$ cat src/rtl/dma_copy_engine.sv
// dma_copy_engine
//   Bus initiator that copies len_words 32-bit words from src_addr to
//   dst_addr over the CPU-style data memory request/stall interface.
//   Each word is one read access followed by one write access. An access
//   completes on the first cycle where a stall has been observed and
//   mem_clk_stall is low again; an access that runs TIMEOUT_CYCLES cycles
//   (counted from its request cycle) without completing aborts the copy.
//
//   Optional feature: define DMA_CHECKSUM_EN to add the checksum output,
//   a rotate-and-XOR accumulation of every word written.
//
// Ports
//   clk, rst_n          clock, asynchronous active-low reset
//   start               begin a copy (sampled only while idle)
//   src_addr, dst_addr  word-aligned byte addresses
//   len_words           number of words to copy
//   busy                high whenever not idle
//   done                one-cycle pulse at the end of every copy
//   err                 sticky error, cleared by the next accepted start
//   mem_addr            access address
//   mem_write_data      write data
//   mem_memwrite        write strobe
//   mem_memread         read strobe
//   mem_sign_mask       constant word-access encoding
//   mem_read_data       read data from memory
//   mem_clk_stall       memory busy indication
//   checksum            running checksum (DMA_CHECKSUM_EN only)
module dma_copy_engine #(
  parameter int         LEN_WIDTH      = 16,
  parameter int         TIMEOUT_CYCLES = 64,
  parameter logic [3:0] WORD_SIGN_MASK = 4'b0100
) (
  input  logic                 clk,
  input  logic                 rst_n,
  input  logic                 start,
  input  logic [31:0]          src_addr,
  input  logic [31:0]          dst_addr,
  input  logic [LEN_WIDTH-1:0] len_words,
  output logic                 busy,
  output logic                 done,
  output logic                 err,
  output logic [31:0]          mem_addr,
  output logic [31:0]          mem_write_data,
  output logic                 mem_memwrite,
  output logic                 mem_memread,
  output logic [3:0]           mem_sign_mask,
  input  logic [31:0]          mem_read_data,
  input  logic                 mem_clk_stall
`ifdef DMA_CHECKSUM_EN
  ,
  output logic [31:0]          checksum
`endif
);

  localparam int TCNT_W = $clog2(TIMEOUT_CYCLES + 1);

  typedef enum logic [2:0] {
    IDLE,
    RD_REQ,
    RD_WAIT,
    WR_REQ,
    WR_WAIT,
    FIN
  } state_t;

  state_t               state;
  logic [31:0]          src_ptr;
  logic [31:0]          dst_ptr;
  logic [LEN_WIDTH-1:0] remaining;
  logic [TCNT_W-1:0]    tcnt;
  logic                 seen_stall;
  logic                 acc_done;
  logic                 acc_timeout;

  assign mem_sign_mask = WORD_SIGN_MASK;

  // Completion can only happen in a WAIT state: the request cycle itself
  // cannot both record a stall and see it released. Completion on the
  // last allowed cycle wins over the timeout.
  always_comb begin
    acc_done    = 1'b0;
    acc_timeout = 1'b0;
    if (state == RD_REQ || state == RD_WAIT || state == WR_REQ || state == WR_WAIT) begin
      acc_done    = (state == RD_WAIT || state == WR_WAIT) && seen_stall && !mem_clk_stall;
      acc_timeout = !acc_done && (tcnt == TCNT_W'(TIMEOUT_CYCLES));
    end
  end

  always_ff @(posedge clk or negedge rst_n) begin
    if (!rst_n) begin
      state          <= IDLE;
      src_ptr        <= '0;
      dst_ptr        <= '0;
      remaining      <= '0;
      tcnt           <= '0;
      seen_stall     <= 1'b0;
      busy           <= 1'b0;
      done           <= 1'b0;
      err            <= 1'b0;
      mem_addr       <= '0;
      mem_write_data <= '0;
      mem_memwrite   <= 1'b0;
      mem_memread    <= 1'b0;
`ifdef DMA_CHECKSUM_EN
      checksum       <= '0;
`endif
    end else begin
      done <= 1'b0;
      case (state)
        IDLE: begin
          if (start) begin
            src_ptr   <= src_addr;
            dst_ptr   <= dst_addr;
            remaining <= len_words;
            err       <= 1'b0;
            busy      <= 1'b1;
`ifdef DMA_CHECKSUM_EN
            checksum  <= '0;
`endif
            if (src_addr[1:0] != 2'b00 || dst_addr[1:0] != 2'b00) begin
              err   <= 1'b1;
              done  <= 1'b1;
              state <= FIN;
            end else if (len_words == '0) begin
              done  <= 1'b1;
              state <= FIN;
            end else begin
              mem_memread <= 1'b1;
              mem_addr    <= src_addr;
              tcnt        <= TCNT_W'(1);
              state       <= RD_REQ;
            end
          end
        end

        RD_REQ, RD_WAIT, WR_REQ, WR_WAIT: begin
          if (acc_timeout) begin
            // Abandon the access and the rest of the run.
            mem_memread  <= 1'b0;
            mem_memwrite <= 1'b0;
            err          <= 1'b1;
            done         <= 1'b1;
            state        <= FIN;
          end else if (acc_done && state == RD_WAIT) begin
            // Read data goes straight into the write data register.
            mem_memread    <= 1'b0;
            mem_memwrite   <= 1'b1;
            mem_addr       <= dst_ptr;
            mem_write_data <= mem_read_data;
            tcnt           <= TCNT_W'(1);
            state          <= WR_REQ;
          end else if (acc_done) begin
            mem_memwrite <= 1'b0;
            src_ptr      <= src_ptr + 32'd4;
            dst_ptr      <= dst_ptr + 32'd4;
            remaining    <= remaining - LEN_WIDTH'(1);
`ifdef DMA_CHECKSUM_EN
            checksum     <= {checksum[30:0], checksum[31]} ^ mem_write_data;
`endif
            if (remaining == LEN_WIDTH'(1)) begin
              done  <= 1'b1;
              state <= FIN;
            end else begin
              mem_memread <= 1'b1;
              mem_addr    <= src_ptr + 32'd4;
              tcnt        <= TCNT_W'(1);
              state       <= RD_REQ;
            end
          end else begin
            tcnt <= tcnt + TCNT_W'(1);
            // The request cycle restarts stall tracking for this access.
            if (state == RD_REQ || state == WR_REQ) begin
              seen_stall <= mem_clk_stall;
            end else begin
              seen_stall <= seen_stall | mem_clk_stall;
            end
            if (state == RD_REQ) begin
              state <= RD_WAIT;
            end else if (state == WR_REQ) begin
              state <= WR_WAIT;
            end
          end
        end

        FIN: begin
          busy  <= 1'b0;
          state <= IDLE;
        end

        default: begin
          state <= IDLE;
        end
      endcase
    end
  end

endmodule
$ cat config.mk
export PLATFORM = sky130hd
export DESIGN_NAME = dma_copy_engine
export DESIGN_NICKNAME = d
export VERILOG_FILES = /design/src/rtl/dma_copy_engine.sv
export SDC_FILE = /design/constraint.sdc
export NUM_CORES = 1
export LEC_CHECK = 0
export ABC_CLOCK_PERIOD_IN_PS = 4750
export BUFFER_PORTS_ARGS = -buffer_cell sky130_fd_sc_hd__buf_4
export CAP_MARGIN = 5
export CORE_MARGIN = 2
export CORE_UTILIZATION = 59
export CTS_CLUSTER_DIAMETER = 60
export CTS_CLUSTER_SIZE = 12
export DETAILED_ROUTE_END_ITERATION = 10
export PLACE_DENSITY = 0.82
export SLEW_MARGIN = 20
export SYNTH_ARGS = -nofsm -noshare
export SYNTH_HDL_FRONTEND = slang
export SYNTH_SLANG_ARGS = --single-unit
$ cat constraint.sdc
create_clock -name clk -period 4.75 [get_ports clk]
set_clock_uncertainty 0.1 [all_clocks]
set_input_delay 0.2375 -clock clk [delete_from_list [all_inputs] [get_ports clk]]
set_output_delay 0.2375 -clock clk [all_outputs]
set_load 0.02 [all_outputs]
==> impl_metrics.yaml <==
final_layout:
  area_growth_pct: 27.1
  fin_area_um2: 11900
  n_fill_cell: 1090
  final_cell_count_no_fill: 1486
  fin_util: 0.775
  diodes: 0
  nNetsFinal: 1384
  drive_above_1_share: 0.211
yosys:
  synth_edf_count: 0
  yosys.area.top_type: "dfrtp_1"
  syn_area_per_cell_um2: 8.62
  synthFlopType: "dfrtp_1"
  syn_inst: 1083
  ys_seq_area_frac: 0.429
  yosysUniqueCellTypes: 72
  synth-seq-cells: 160
  ys_warn_count: 0
  synth_top_area_frac: 0.429
  async_flop_share: 1.00
  netlist_area_um2: 9340
  synthTopCellsByArea: "dfrtp_1, nand2_1, o21ai_0"
cts:
  cts_hold_buf: 46
  cts_tree: "done"
  cts_buffer_depth: 2
  cts-root-buf: "clkbuf_16"
  cts.repair.resized: 0
  h-tree-depth: 4
  cts_num_sinks: 160
  path_clk_slew_ns: 0.07
  cts_setup_buffers: 0
  clk_latency_ns: 0.44
  numCtsBuffers: 17
grt:
  grt_pass1_wl_um: 45200
  grt_max_degree: 76
  grt_pass1_vias: 8660
  grt_antenna_before_repair: 0
  grt_overflow: 0
  track_usage: 0.342
sta:
  worst_pin_slew_ns: 0.930
  slew_viol_final: 0
  tns_ns: 0
  max_slew_margin: 0.374
  hold_violations: 0
  post-route-period-util: 0.710
  setup_violations: 0
  hold_ws_ns: 0.00722
  fin_ws_ns: 1.38
  timing.final.crit_period_ns: 3.37
  max_freq_mhz: 296
  rsz0062_at_grt: "no"
drt:
  vias_per_cell: 6.38
  dr.first_iter.drc_count: 1104
  drt_wl_total_um: 28900
  drc_errors: 0
  wl_per_cell_um: 19.4
  detail-route-antenna-nets: 0
  num_vias: 9480
  first_pass_iters: 8
floorplan:
  rows: 45
  die_y_um: 130
  ios: 189
  dieArea_um2: 16800
  core_area_um2: 15300
  die_x_um: 130
  start_util: 0.610
power:
  power_density_nw_per_um2: 728
  peakVddDrop_mv: 0.418
  finalPower_mw: 8.64
  leakagePower_nw: 5.11
placement:
  gp_congestion: 0.898
  dpl.hpwl_um: 18400
  dp_cells: 1408
  io_buffers: 184
  pre_cts_slack_ns: 1.47
  dpl_cell_area_um2: 10800
worst_hold_path:
  hp-class: "in -> reg"
run_status:
  status: "complete, no violations"
critical_path:
  cp_data_arrival_time_ns: 3.58
  worst_ep_required_time_ns: 4.95
  startpoint_type: "flip-flop"
  path_max_fanout: 74
  crit_type: "reg -> reg"
  cp-end-kind: "flip-flop"
job:
  drv_cap: 0
## registers in the layout, indices dropped and copies added (netlist names)
signal	cells
busy	1
src_ptr	32
mem_memwrite	1
tcnt	7
done	1
mem_write_data	32
mem_addr	32
remaining	16
dst_ptr	32
seen_stall	1
err	1
mem_memread	1
state	3
## per-layer routing
metal  routed length [µm]  vias to the layer above  part of all wire  track usage
li1                     -                     4374                 -            -
met1                11600                     4468              0.40        0.484
met2                13500                      562              0.47        0.525
met3                 2840                       76             0.099       0.0689
met4                  924                        0             0.032        0.127
met5                    0                        -                 0            0
## critical path, stage by stage (launching register included)
cell,delay (ns)
dfrtp_1,0.53
o21ai_0,0.60
and2_4,0.67
buf_4,0.67
nand2_1,0.20
o32ai_1,0.30
a22oi_1,0.13
## synth_stat cells, types with 4 or more instances
| library cell | n |
|---|---|
| o21a_1 | 6 |
| a21oi_1 | 86 |
| ha_1 | 6 |
| and2_1 | 6 |
| mux2_2 | 12 |
| nand4_1 | 19 |
| a22oi_1 | 19 |
| a32oi_1 | 5 |
| nor4_1 | 36 |
| nand2_1 | 170 |
| nand3b_1 | 4 |
| nand3_1 | 48 |
| xor2_1 | 4 |
| o211ai_1 | 6 |
| dfrtp_1 | 160 |
| o21ai_0 | 88 |
| nor3_1 | 30 |
| nor4b_1 | 4 |
| a211oi_1 | 5 |
| buf_4 | 5 |
| mux2i_1 | 7 |
| o31ai_1 | 4 |
| o22a_1 | 10 |
| buf_1 | 10 |
| o31a_1 | 5 |
| clkbuf_1 | 61 |
| or3_1 | 22 |
| xnor2_1 | 11 |
| a31oi_1 | 9 |
| mux2_4 | 9 |
| nor2b_1 | 5 |
| buf_2 | 9 |
| and3_1 | 8 |
| a22o_1 | 19 |
| inv_1 | 28 |
| nor2_1 | 38 |
| a2bb2oi_1 | 22 |
| and4_1 | 6 |
| o2bb2ai_1 | 8 |
| o22ai_1 | 24 |
## cell families after synthesis
group / share of synthesized area
mux: 0.0365
flops: 0.429
fa+ha+maj: 0.00804
compound gates: 0.236
other cells: 0.000804
buf+inv: 0.0509
simple gates: 0.225
xor+xnor: 0.0141
## area by class of cell
type | instances | area, µm² | share of cell area
clock buffer | 20 | 457 | 0.0385
tap | 211 | 264 | 0.0223
sequential | 160 | 4000 | 0.337
clock inverter | 12 | 181 | 0.0153
multi-input combinational | 809 | 4890 | 0.412
inverter | 28 | 105 | 0.00886
timing repair buffer | 246 | 1970 | 0.166
## placed cells by master, fill, tap and decap left out, types with 5 or more instances in the layout
master         instances
o21ai_0               88
nor2b_1                5
dfrtp_1              160
o22a_1                10
and4_1                 6
o211ai_1               6
o21a_1                 5
o2bb2ai_1              8
a211oi_1               5
o22ai_1               24
mux2i_1                7
mux2_2                12
a22o_1                19
and3_1                 7
nor3_1                30
o31a_1                 5
a2bb2oi_1             22
mux2_4                 9
nor2_1                38
nand4_1               19
a31oi_1                9
a32oi_1                5
or3_1                 22
nand3_1               48
a21oi_1               86
buf_4                199
nor4_1                36
ha_1                   6
inv_1                 28
nand2_1              169
a22oi_1               19
and2_1                 5
dlygate4sd3_1         46
clkbuf_16             17
xnor2_1               11
## power breakdown
group          internal, mW  total, mW  switching (mW)
clock network         0.910       1.49           0.584
registers              2.01       2.77           0.754
logic                  1.81       4.38            2.57
## path summary, 6_finish.rpt
path / start / endpoint / slack [ns] / depth (start not counted)
max: state[1] / dst_ptr[12] / 1.38 / 6
min: src_addr[7] / src_ptr[7] / 0.007 / 3
max reg2reg: state[1] / dst_ptr[12] / 1.38 / 6
min reg2reg: mem_write_data[4] / mem_write_data[4] / 0.38 / 2
max in group asynchronous: rst_n / mem_write_data[15] / 3.22 / 3
min in group asynchronous: rst_n / tcnt[2] / 0.26 / 2
Note: power is estimated with default switching activity, not from simulation.
